**src/rtl/timer_seq_pkg.sv**
```systemverilog
// Shared types, register map and helpers for the timer preload sequencer.
// Optional TARR preload is enabled by defining TIMER_SEQ_ARR_EN.
package timer_seq_pkg;

    typedef logic [1:0] seq_state_t;

    localparam seq_state_t SEQ_IDLE  = 2'd0;
    localparam seq_state_t SEQ_WRITE = 2'd1;
    localparam seq_state_t SEQ_DONE  = 2'd2;

    // Word indices of the timer's fixed registers relative to TCNT.
    localparam int unsigned REG_TCNT = 0;
    localparam int unsigned REG_TCR  = 1;
    localparam int unsigned REG_TPSC = 2;
    localparam int unsigned REG_TARR = 3;

    // TCCR registers follow the fixed block and a CHANNELS-deep capture block.
    function automatic int unsigned tccr_index(input int unsigned c, input int unsigned channels);
        return REG_TARR + 1 + channels + c;
    endfunction

    function automatic logic [3:0] strobe_for_width(input int unsigned bits);
        logic [3:0]  s;
        int unsigned nbytes;
        nbytes = (bits + 7) / 8;
        s = '0;
        for (int unsigned i = 0; i < 4; i++) begin
            if (i < nbytes) s[i] = 1'b1;
        end
        return s;
    endfunction

endpackage

```
**src/rtl/timer_seq_prio_enc.sv**
```systemverilog
// Lowest-set-bit priority encoder with a valid flag.
// Used by timer_preload_sequencer (TIMER_SEQ_ARR_EN has no effect here).
module timer_seq_prio_enc
    import timer_seq_pkg::*;
#(
    parameter int unsigned WIDTH = 8,
    parameter int unsigned IDX_W = (WIDTH > 1) ? $clog2(WIDTH) : 1
) (
    input  logic [WIDTH-1:0] req,
    output logic [IDX_W-1:0] idx,
    output logic             valid
);

    always_comb begin
        idx   = '0;
        valid = 1'b0;
        // Scan downward so the lowest set bit is the last assignment.
        for (int i = WIDTH - 1; i >= 0; i--) begin
            if (req[i]) begin
                idx   = IDX_W'(i);
                valid = 1'b1;
            end
        end
    end

endmodule

```
**src/rtl/timer_preload_sequencer.sv**
```systemverilog
// Bus-master that replays shadowed compare values into the timer's TCCRs on an update event.
// Define TIMER_SEQ_ARR_EN to add a TARR shadow (index CHANNELS) that is written first.
module timer_preload_sequencer
    import timer_seq_pkg::*;
#(
    parameter int unsigned CHANNELS   = 8,
    parameter int unsigned BITS_WIDTH = 32,
    parameter logic [31:0] BASE_ADDR  = 32'h0
) (
    input  logic                            clk,
    input  logic                            rst,
    input  logic                            shadow_we,
    input  logic [$clog2(CHANNELS+1)-1:0]   shadow_sel,
    input  logic [BITS_WIDTH-1:0]           shadow_data,
    input  logic                            upd_evt,
    output logic [31:0]                     m_addr,
    output logic                            m_wen,
    output logic [31:0]                     m_wdata,
    output logic [3:0]                      m_strobe,
    input  logic                            m_request_stall,
    input  logic                            m_error,
    output logic [CHANNELS:0]               pending,
    output logic                            busy,
    output logic                            done,
    output logic                            overrun,
    output logic                            err_sticky
);

    localparam int unsigned SEL_W = $clog2(CHANNELS + 1);
    localparam int unsigned ENC_W = (CHANNELS > 1) ? $clog2(CHANNELS) : 1;
    localparam int unsigned NIDX  = CHANNELS + 1;

    seq_state_t            state_q, state_d;
    logic [BITS_WIDTH-1:0] shadow_q [NIDX];
    logic [NIDX-1:0]       pending_q, pending_d;
    logic [NIDX-1:0]       active_q, active_d;
    logic [NIDX-1:0]       wr_oh, tgt_oh, pend_merged;
    logic                  busy_q, done_q, overrun_q, err_q;
    logic                  sel_ok, tarr_first, tgt_valid, accept;
    logic [SEL_W-1:0]      tgt;
    logic [ENC_W-1:0]      enc_idx;
    logic                  enc_valid;

    timer_seq_prio_enc #(
        .WIDTH (CHANNELS),
        .IDX_W (ENC_W)
    ) u_prio_enc (
        .req   (active_q[CHANNELS-1:0]),
        .idx   (enc_idx),
        .valid (enc_valid)
    );

    // Shadow write decode.
    always_comb begin
`ifdef TIMER_SEQ_ARR_EN
        sel_ok = (shadow_sel <= SEL_W'(CHANNELS));
`else
        sel_ok = (shadow_sel < SEL_W'(CHANNELS));
`endif
        wr_oh = '0;
        if (shadow_we && sel_ok) wr_oh[shadow_sel] = 1'b1;
    end

    // Target selection: TARR always beats the channels.
    always_comb begin
`ifdef TIMER_SEQ_ARR_EN
        tarr_first = active_q[CHANNELS];
`else
        tarr_first = 1'b0;
`endif
        tgt_valid = enc_valid | active_q[CHANNELS];
        tgt       = tarr_first ? SEL_W'(CHANNELS) : SEL_W'(enc_idx);
        tgt_oh    = '0;
        tgt_oh[tgt] = 1'b1;
    end

    // Bus outputs depend only on registered state, never on the stall input.
    always_comb begin
        m_wen    = 1'b0;
        m_addr   = '0;
        m_wdata  = '0;
        m_strobe = '0;
        if (state_q == SEQ_WRITE && tgt_valid) begin
            m_wen    = 1'b1;
            m_wdata  = 32'(shadow_q[tgt]);
            m_strobe = strobe_for_width(BITS_WIDTH);
            if (tarr_first) begin
                m_addr = BASE_ADDR + 32'(4 * REG_TARR);
            end else begin
                m_addr = BASE_ADDR + 32'(4 * tccr_index(32'(tgt), CHANNELS));
            end
        end
    end

    assign accept = m_wen & ~m_request_stall;

    always_comb begin
        pend_merged = pending_q | wr_oh;
        pending_d   = pend_merged;
        active_d    = active_q;
        state_d     = state_q;
        case (state_q)
            SEQ_IDLE: begin
                // A same-cycle shadow write joins this snapshot.
                if (upd_evt && (|pend_merged)) begin
                    active_d  = pend_merged;
                    pending_d = '0;
                    state_d   = SEQ_WRITE;
                end
            end
            SEQ_WRITE: begin
                if (accept) begin
                    active_d = active_q & ~tgt_oh;
                    if (active_d == '0) state_d = SEQ_DONE;
                end
            end
            SEQ_DONE: state_d = SEQ_IDLE;
            default:  state_d = SEQ_IDLE;
        endcase
    end

    always_ff @(posedge clk) begin
        if (rst) begin
            state_q   <= SEQ_IDLE;
            pending_q <= '0;
            active_q  <= '0;
            busy_q    <= 1'b0;
            done_q    <= 1'b0;
            overrun_q <= 1'b0;
            err_q     <= 1'b0;
        end else begin
            state_q   <= state_d;
            pending_q <= pending_d;
            active_q  <= active_d;
            busy_q    <= (state_d != SEQ_IDLE);
            done_q    <= (state_d == SEQ_DONE);
            overrun_q <= upd_evt && (state_q != SEQ_IDLE);
            err_q     <= err_q | (accept & m_error);
        end
    end

    always_ff @(posedge clk) begin
        for (int i = 0; i < NIDX; i++) begin
            if (rst) begin
                shadow_q[i] <= '0;
            end else if (wr_oh[i]) begin
                shadow_q[i] <= shadow_data;
            end
        end
    end

    assign pending    = pending_q;
    assign busy       = busy_q;
    assign done       = done_q;
    assign overrun    = overrun_q;
    assign err_sticky = err_q;

endmodule

```
**config.mk**
```make
export PLATFORM = sky130hd
export DESIGN_NAME = timer_preload_sequencer
export DESIGN_NICKNAME = d
export VERILOG_FILES = /design/src/rtl/timer_seq_pkg.sv /design/src/rtl/timer_seq_prio_enc.sv /design/src/rtl/timer_preload_sequencer.sv
export SDC_FILE = /design/constraint.sdc
export NUM_CORES = 1
export LEC_CHECK = 0
export BUFFER_PORTS_ARGS = -buffer_cell sky130_fd_sc_hd__buf_2
export CAP_MARGIN = 20
export CORE_ASPECT_RATIO = 1.2
export CORE_MARGIN = 1
export CORE_UTILIZATION = 45
export DETAILED_ROUTE_END_ITERATION = 8
export SLEW_MARGIN = 20
export SYNTH_ARGS = -nofsm -noshare
export SYNTH_HDL_FRONTEND = slang
export SYNTH_HIERARCHICAL = 1
export SYNTH_SLANG_ARGS = --single-unit
```
**constraint.sdc**
```tcl
create_clock -name clk -period 10.1 [get_ports clk]
set_clock_uncertainty 0.1 [all_clocks]
set_input_delay 0.505 -clock clk [delete_from_list [all_inputs] [get_ports clk]]
set_output_delay 0.505 -clock clk [all_outputs]
set_load 0.005 [all_outputs]
```
==> results of run 1 <==
path summary, 6_finish.rpt:
| kind | from | endpoint | slack, ns |
|---|---|---|---|
| setup / recovery | active_q[5] | m_wdata[1] | 5.75 |
| hold / removal | m_error | err_sticky | 0.09 |
| setup reg to reg | active_q[5] | state_q[0] | 7.15 |
| hold reg to reg | err_sticky | err_sticky | 0.37 |
cell usage after synthesis (9+ instances only):
library cell	count
edfxtp_1	256
a22o_1	32
a22oi_1	65
a31oi_1	32
and2_1	260
o21ai_0	9
nor3_1	11
nor2_1	36
buf_2	16
clkbuf_1	40
a21oi_1	14
buf_4	39
dfxtp_1	24
a221oi_1	33
cell families (layout without fill, tap and decap cells):
| kind of cell | after synthesis | in the layout | synth area share |
|---|---|---|---|
| flops | 280 | 280 | 0.6551 |
| simple gates | 358 | 358 | 0.1755 |
| buf+inv | 100 | 176 | 0.04345 |
| other cells | 1 | 27 | 0.0003008 |
| compound gates | 208 | 208 | 0.1256 |
registers in the layout, indices dropped and copies added (netlist names):
| name | count |
|---|---|
| overrun | 1 |
| err_sticky | 1 |
| state_q | 2 |
| busy | 1 |
| pending | 9 |
| done | 1 |
| shadow_q | 256 |
| active_q | 9 |
where the power goes:
part	switching, mW	internal, mW
clock	0.434	0.535
combinational	0.139	0.0605
sequential	0.0193	1.33
total	0.592	1.92
area by class of cell:
| type | count | area [sq um] | area share |
|---|---|---|---|
| Clock buffer | 34 | 723.2 | 0.05126 |
| Multi-Input combinational cell | 593 | 3993 | 0.2830 |
| Timing Repair Buffer | 120 | 660.6 | 0.04683 |
| Tap cell | 340 | 425.4 | 0.03016 |
| Sequential cell | 280 | 8168 | 0.5790 |
| Inverter | 4 | 15.01 | 0.001064 |
| Clock inverter | 18 | 122.6 | 0.008692 |
metrics by stage:
step | instances | cell area (sq um) | hold slack, ns
2_1_floorplan | 973 | 12570 | 0.3604
3_3_place_gp | 1337 | 13260 | 0.3480
3_5_place_dp | 1337 | 13260 | 0.3604
4_1_cts | 1389 | 14100 | 0.08243
5_1_grt | 1389 | 14110 | 0.1320
6_report | 1389 | 14110 | 0.09262
routing by layer:
metal,vias to the layer above,global-route usage
li1,3656,-
met1,4086,0.3049
met2,311,0.4089
met3,61,0.02727
met4,0,0.07080
met5,-,0
placed cells by master (no fill, tap or decap), types with 7 or more instances in the layout:
cell,count
dfxtp_1,24
a31oi_1,32
conb_1,27
nor3_1,11
edfxtp_1,256
buf_4,24
a221oi_1,33
clkinv_1,8
clkbuf_16,28
o211ai_1,7
buf_2,96
a22oi_1,65
nand2_1,7
nor2_1,29
a21oi_1,14
nor2_2,7
a22o_1,32
and2_1,260
worst max-delay path, stage by stage, from the launching register on:
cell and delay [ns]:
dfxtp_1 0.36, nor2_1 0.12, o21ai_0 0.13, a211oi_2 0.95, nor3b_4 0.37, buf_4 0.48, a22o_1 0.21, a221oi_1 0.05
a31oi_1 0.34, buf_2 0.18
==> summary.txt, run 1 <==
Setup ws final: 5.748 ns
Setup CP Type: flop to output port
Worst min path class: primary input to flop
Sink Count: 280
Hold path depth: 3
Layout fillers: 2286
Final period utilization: 0.4309
First-pass GRT wire length: 49.10 mm
Core Region: 0.02717 sq mm
Port Buf Inserts: 96
Peak supply drop: 0.1159 mV
Post-layout min period: 4.352 ns
Synth area leaders: edfxtp_1 62%, and2_1 13%, a22oi_1 3.9%
Antenna violations before repair: 0
Worst path required time: 9.50 ns
Ys flop type: edfxtp_1
Pre-CTS WS: 6.409 ns
Initial drt markers: 618
Synthesis Warnings: 6
MaxCap Viol Count: 0
Mapped Cells: 947
Number of nets in the layout: 1069
Sum Neg Setup Slack: 0 ns
Syn Std Cell Area: 0.01247 sq mm
Synthesis-to-finish area growth: 13.15%
PD cells: 178.4 mW/mm^2
Skew-Pair Late Insertion Delay: 0.55 ns
Netlist cell types: 50
Detailed-route wire length per cell: 23.70 microns
Final WL: 32.92 mm
Arrival @ worst endpoint: 3.75 ns
Leak: 5.064 nW
Clock Path Buffers: 3
Startpoint types: flop
Clock transition at the registers of the reported paths: 0.06 ns
Die extent in y: 184.3 microns
Drt first pass iters: 5
Met2 Wirelength: 16.71 mm
Tightest Pin Transition: 1.105 ns
Initial Util: 0.4589
Met1 Wirelength: 13.64 mm
Share of the synthesized area in the top cell type: 0.6166
Die Span X: 154.0 microns
Synthesized flop and latch total: 280
Via count of the first global-routing pass: 7975
Slew HR: 0.2617
FFs w/ async S/R, synth: 0
H-tree Lvls: 1
Layout cells sized above 1: 0.1764
Final Hold Viols: 0
Post-synth EDFFs: 256
R2r worst-path depth: 8
Num ports: 124
Root Buffer: clkbuf_16
DIE AREA: 0.02838 sq mm
Final Max Slew Viols: 0
Status: completed
Cell taking the most area after synthesis: edfxtp_1
Critical Path Fanout Max: 32
Critical Path Sink Type: output port
Maximum clock frequency: 0.2298 GHz
Fin util: 0.5193
Post-synthesis area per instance: 13.17 sq um
Pin count of the biggest net entering global routing: 35
Highest metal layer with signal wires: met4
# Post-CTS Setup Buffers: 0
TritonCTS Buffers: 28
Met3 wire length: 1.899 mm
Setup violators final: 0
Cell row count: 66
Total power: 2.517 mW
Gr ovfl total: 0
HPWL after DPL: 16.44 mm
Placer Congestion: 0.8341
N_diodes: 0
Via/cell ratio: 5.842
CTS tree: yes
DR DRC count: 0
Via count: 8114
GR Util All Layers: 0.2338
# resized after CTS: 0
Sequential share of the synthesized area: 0.6551
Unrepaired setup endpoints after global routing: false
Routed Antenna Nets: 0
Hold-fix buffers, CTS: 0
Note: power is estimated with default switching activity, not from simulation.
==> inputs of run 2 (changes only) <==
==> constraint.sdc (replaced) <==
create_clock -name clk -period 4.4 [get_ports clk]
set_clock_uncertainty 0.1 [all_clocks]
set_input_delay 0.22 -clock clk [delete_from_list [all_inputs] [get_ports clk]]
set_output_delay 0.22 -clock clk [all_outputs]
set_load 0.005 [all_outputs]
==> run 2 against run 1 <==
Critical path depth unchanged. Register-to-register slack got worse by 5.5 ns. Clock-buffer cell count decreased by 1. Critical path type unchanged.
==> summary.txt, run 2 (synthesis results as in run 1) <==
Status: completed
CTS tree: yes
Hold path depth: 2 (-1)
Placer Congestion: 0.8488 (+1.8%)
Peak supply drop: 0.3169 mV (+170%)
Antenna violations before repair: 0 (unchanged)
CP top delay family: compound AO/OA/AOI/OAI gates
Unrepaired setup endpoints after global routing: false
# resized after CTS: 0 (unchanged)
Die extent in y: 184.3 microns (unchanged)
DIE AREA: 0.02838 sq mm (unchanged)
Maximum clock frequency: 0.2765 GHz
Leak: 5.287 nW (+4.4%)
Detailed-route wire length per cell: 23.31 microns (-1.6%)
Initial drt markers: 657 (+6.3%)
Initial Util: 0.4589 (unchanged)
Switch Pwr: 1.341 mW (+130%)
Die Span X: 154.0 microns (unchanged)
Layout cells sized above 1: 0.1734 (-0.002964)
HPWL after DPL: 18.17 mm (+11%)
N_diodes: 0 (unchanged)
Arrival @ worst endpoint: 3.30 ns (-0.45 ns)
CP most frequent cell: buf_4
Pin count of the biggest net entering global routing: 35 (unchanged)
MaxCap Viol Count: 0 (unchanged)
Routed Antenna Nets: 0 (unchanged)
Slowest Stage Delay on Critical Path: 0.72 ns (-0.23 ns)
Switching portion of total power: 0.2243 (-0.01096)
TritonCTS Buffers: 28 (unchanged)
First-pass GRT wire length: 50.24 mm (+2.3%)
Post-layout min period: 3.617 ns
Final period utilization: 0.8220
Logic pwr share: 0.082 (+0.003)
Commonest non-fill, non-tap cell in the layout: and2_1
Crit-path slowest cell: nor3_4
PD cells: 410.0 mW/mm^2 (+130%)
Root Buffer: clkbuf_16
Final Max Slew Viols: 0 (unchanged)
GR Util All Layers: 0.2378 (+0.003996)
Setup CP Type: flop to output port
Synthesis-to-finish area growth: 16.97%
CP bufs+invs: 3 (+1)
Sum Neg Setup Slack: 0 ns (unchanged)
Number of nets in the layout: 1113 (+4.1%)
Gr ovfl total: 0 (unchanged)
Final WL: 33.34 mm (+1.3%)
Critical path depth in cells: 9 (unchanged)
Clock Path Buffers: 3 (unchanged)
Cell row count: 66 (unchanged)
Critical Path Fanout Max: 15 (-53%)
Critical Path Sink Type: output port
Drt first pass iters: 5 (unchanged)
Slew HR: 0.2543 (-0.007326)
Core Region: 0.02717 sq mm (unchanged)
Tightest Pin Transition: 1.118 ns (+0.01302 ns)
Port Buf Inserts: 96 (unchanged)
Skew-Pair Late Insertion Delay: 0.54 ns (about the same)
R2r worst-path depth: 8 (unchanged)
Num ports: 124 (unchanged)
Worst path required time: 4.08 ns (-5.42 ns)
Sink Count: 280 (unchanged)
Startpoint types: flop
Crit path cell chain: o21bai_1 > o41ai_2 > buf_4 > nor3_4 > buf_4 > a22o_1 > a221oi_1 > a31oi_1 > buf_2
Final Hold Viols: 0 (unchanged)
H-tree Lvls: 1 (unchanged)
Top reg by flops: shadow_q
Via count: 8249 (+1.7%)
Worst min path class: primary input to flop
Clock network fraction of total power: 0.400 (+0.015)
Most frequent cells in the layout: 260 x and2_1, 256 x edfxtp_1, 96 x buf_2, 65 x a22oi_1, 36 x dlygate4sd3_1
Sequential share of power: 0.518 (-0.018)
Int Pwr: 4.639 mW (+140%)
Largest register FFs: 256 (unchanged)
Via/cell ratio: 5.769 (-1.3%)
Fin util: 0.5368 (+0.01755)
Setup violators final: 0 (unchanged)
DR DRC count: 0 (unchanged)
Clock transition at the registers of the reported paths: 0.06 ns (about the same)
Via count of the first global-routing pass: 8179 (+2.6%)
[run 2: cell count changes in the layout (fill, tap and decap cells not counted), sizes merged]
cell and delta:
dlygate4sd3 +36, clkinv -1, clkinvlp -3, buf +8, clkbuf -1, inv -1, bufinv +3
[run 2: through the flow]
stage               power, mW  instances  hold WS, ns  area [sq um]  setup slack (ns)
floorplan               3.426        973       0.1987         12570            0.7713
global placement        3.617       1345       0.3427         13320             1.374
detailed placement      3.623       1345       0.3519         13320             1.307
CTS                     6.018       1430     0.003216         14580            0.7335
global route            6.160       1430      0.03543         14580            0.6020
finish                  5.980       1430      0.02656         14580            0.7832
[run 2: power groups by stage]
stage	logic [mW]	registers, mW	clock network, mW
after floorplan	0.281	3.14	0
after global placement	0.468	3.15	0
after detailed placement	0.470	3.15	0
after CTS	0.495	3.10	2.43
after global routing	0.532	3.11	2.52
final	0.492	3.10	2.39
[run 2: layout make-up]
type | count | area [sq um]
Fill cell | 2327 | 12580
Sequential cell | 280 | 8168
Multi-Input combinational cell | 593 | 3988
Timing Repair Buffer | 164 | 1081
Clock buffer | 33 | 740.7
Tap cell | 340 | 425.4
Clock inverter | 16 | 166.4
Inverter | 4 | 15.01
[run 2: path summary, 6_finish.rpt]
check                    from          end  slack, ns
setup reg to reg  active_q[5]   err_sticky       1.66
setup / recovery  active_q[0]  m_wdata[31]       0.78
hold / removal            rst  active_q[8]       0.03
hold reg to reg    pending[8]  active_q[8]       0.41
[run 2: timing repair]
action / CTS / global route
hold buffers: 36 / 0
setup buffers: 0 / 0
hold endpoints to repair: 258 / 0
[run 2: metal layers]
layer	GRT usage	vias to the layer above	share of wire
met5	0	-	0
met4	0.05440	0	0.016
met3	0.03010	43	0.057
met2	0.4122	295	0.50
met1	0.3188	4153	0.43
li1	-	3758	-
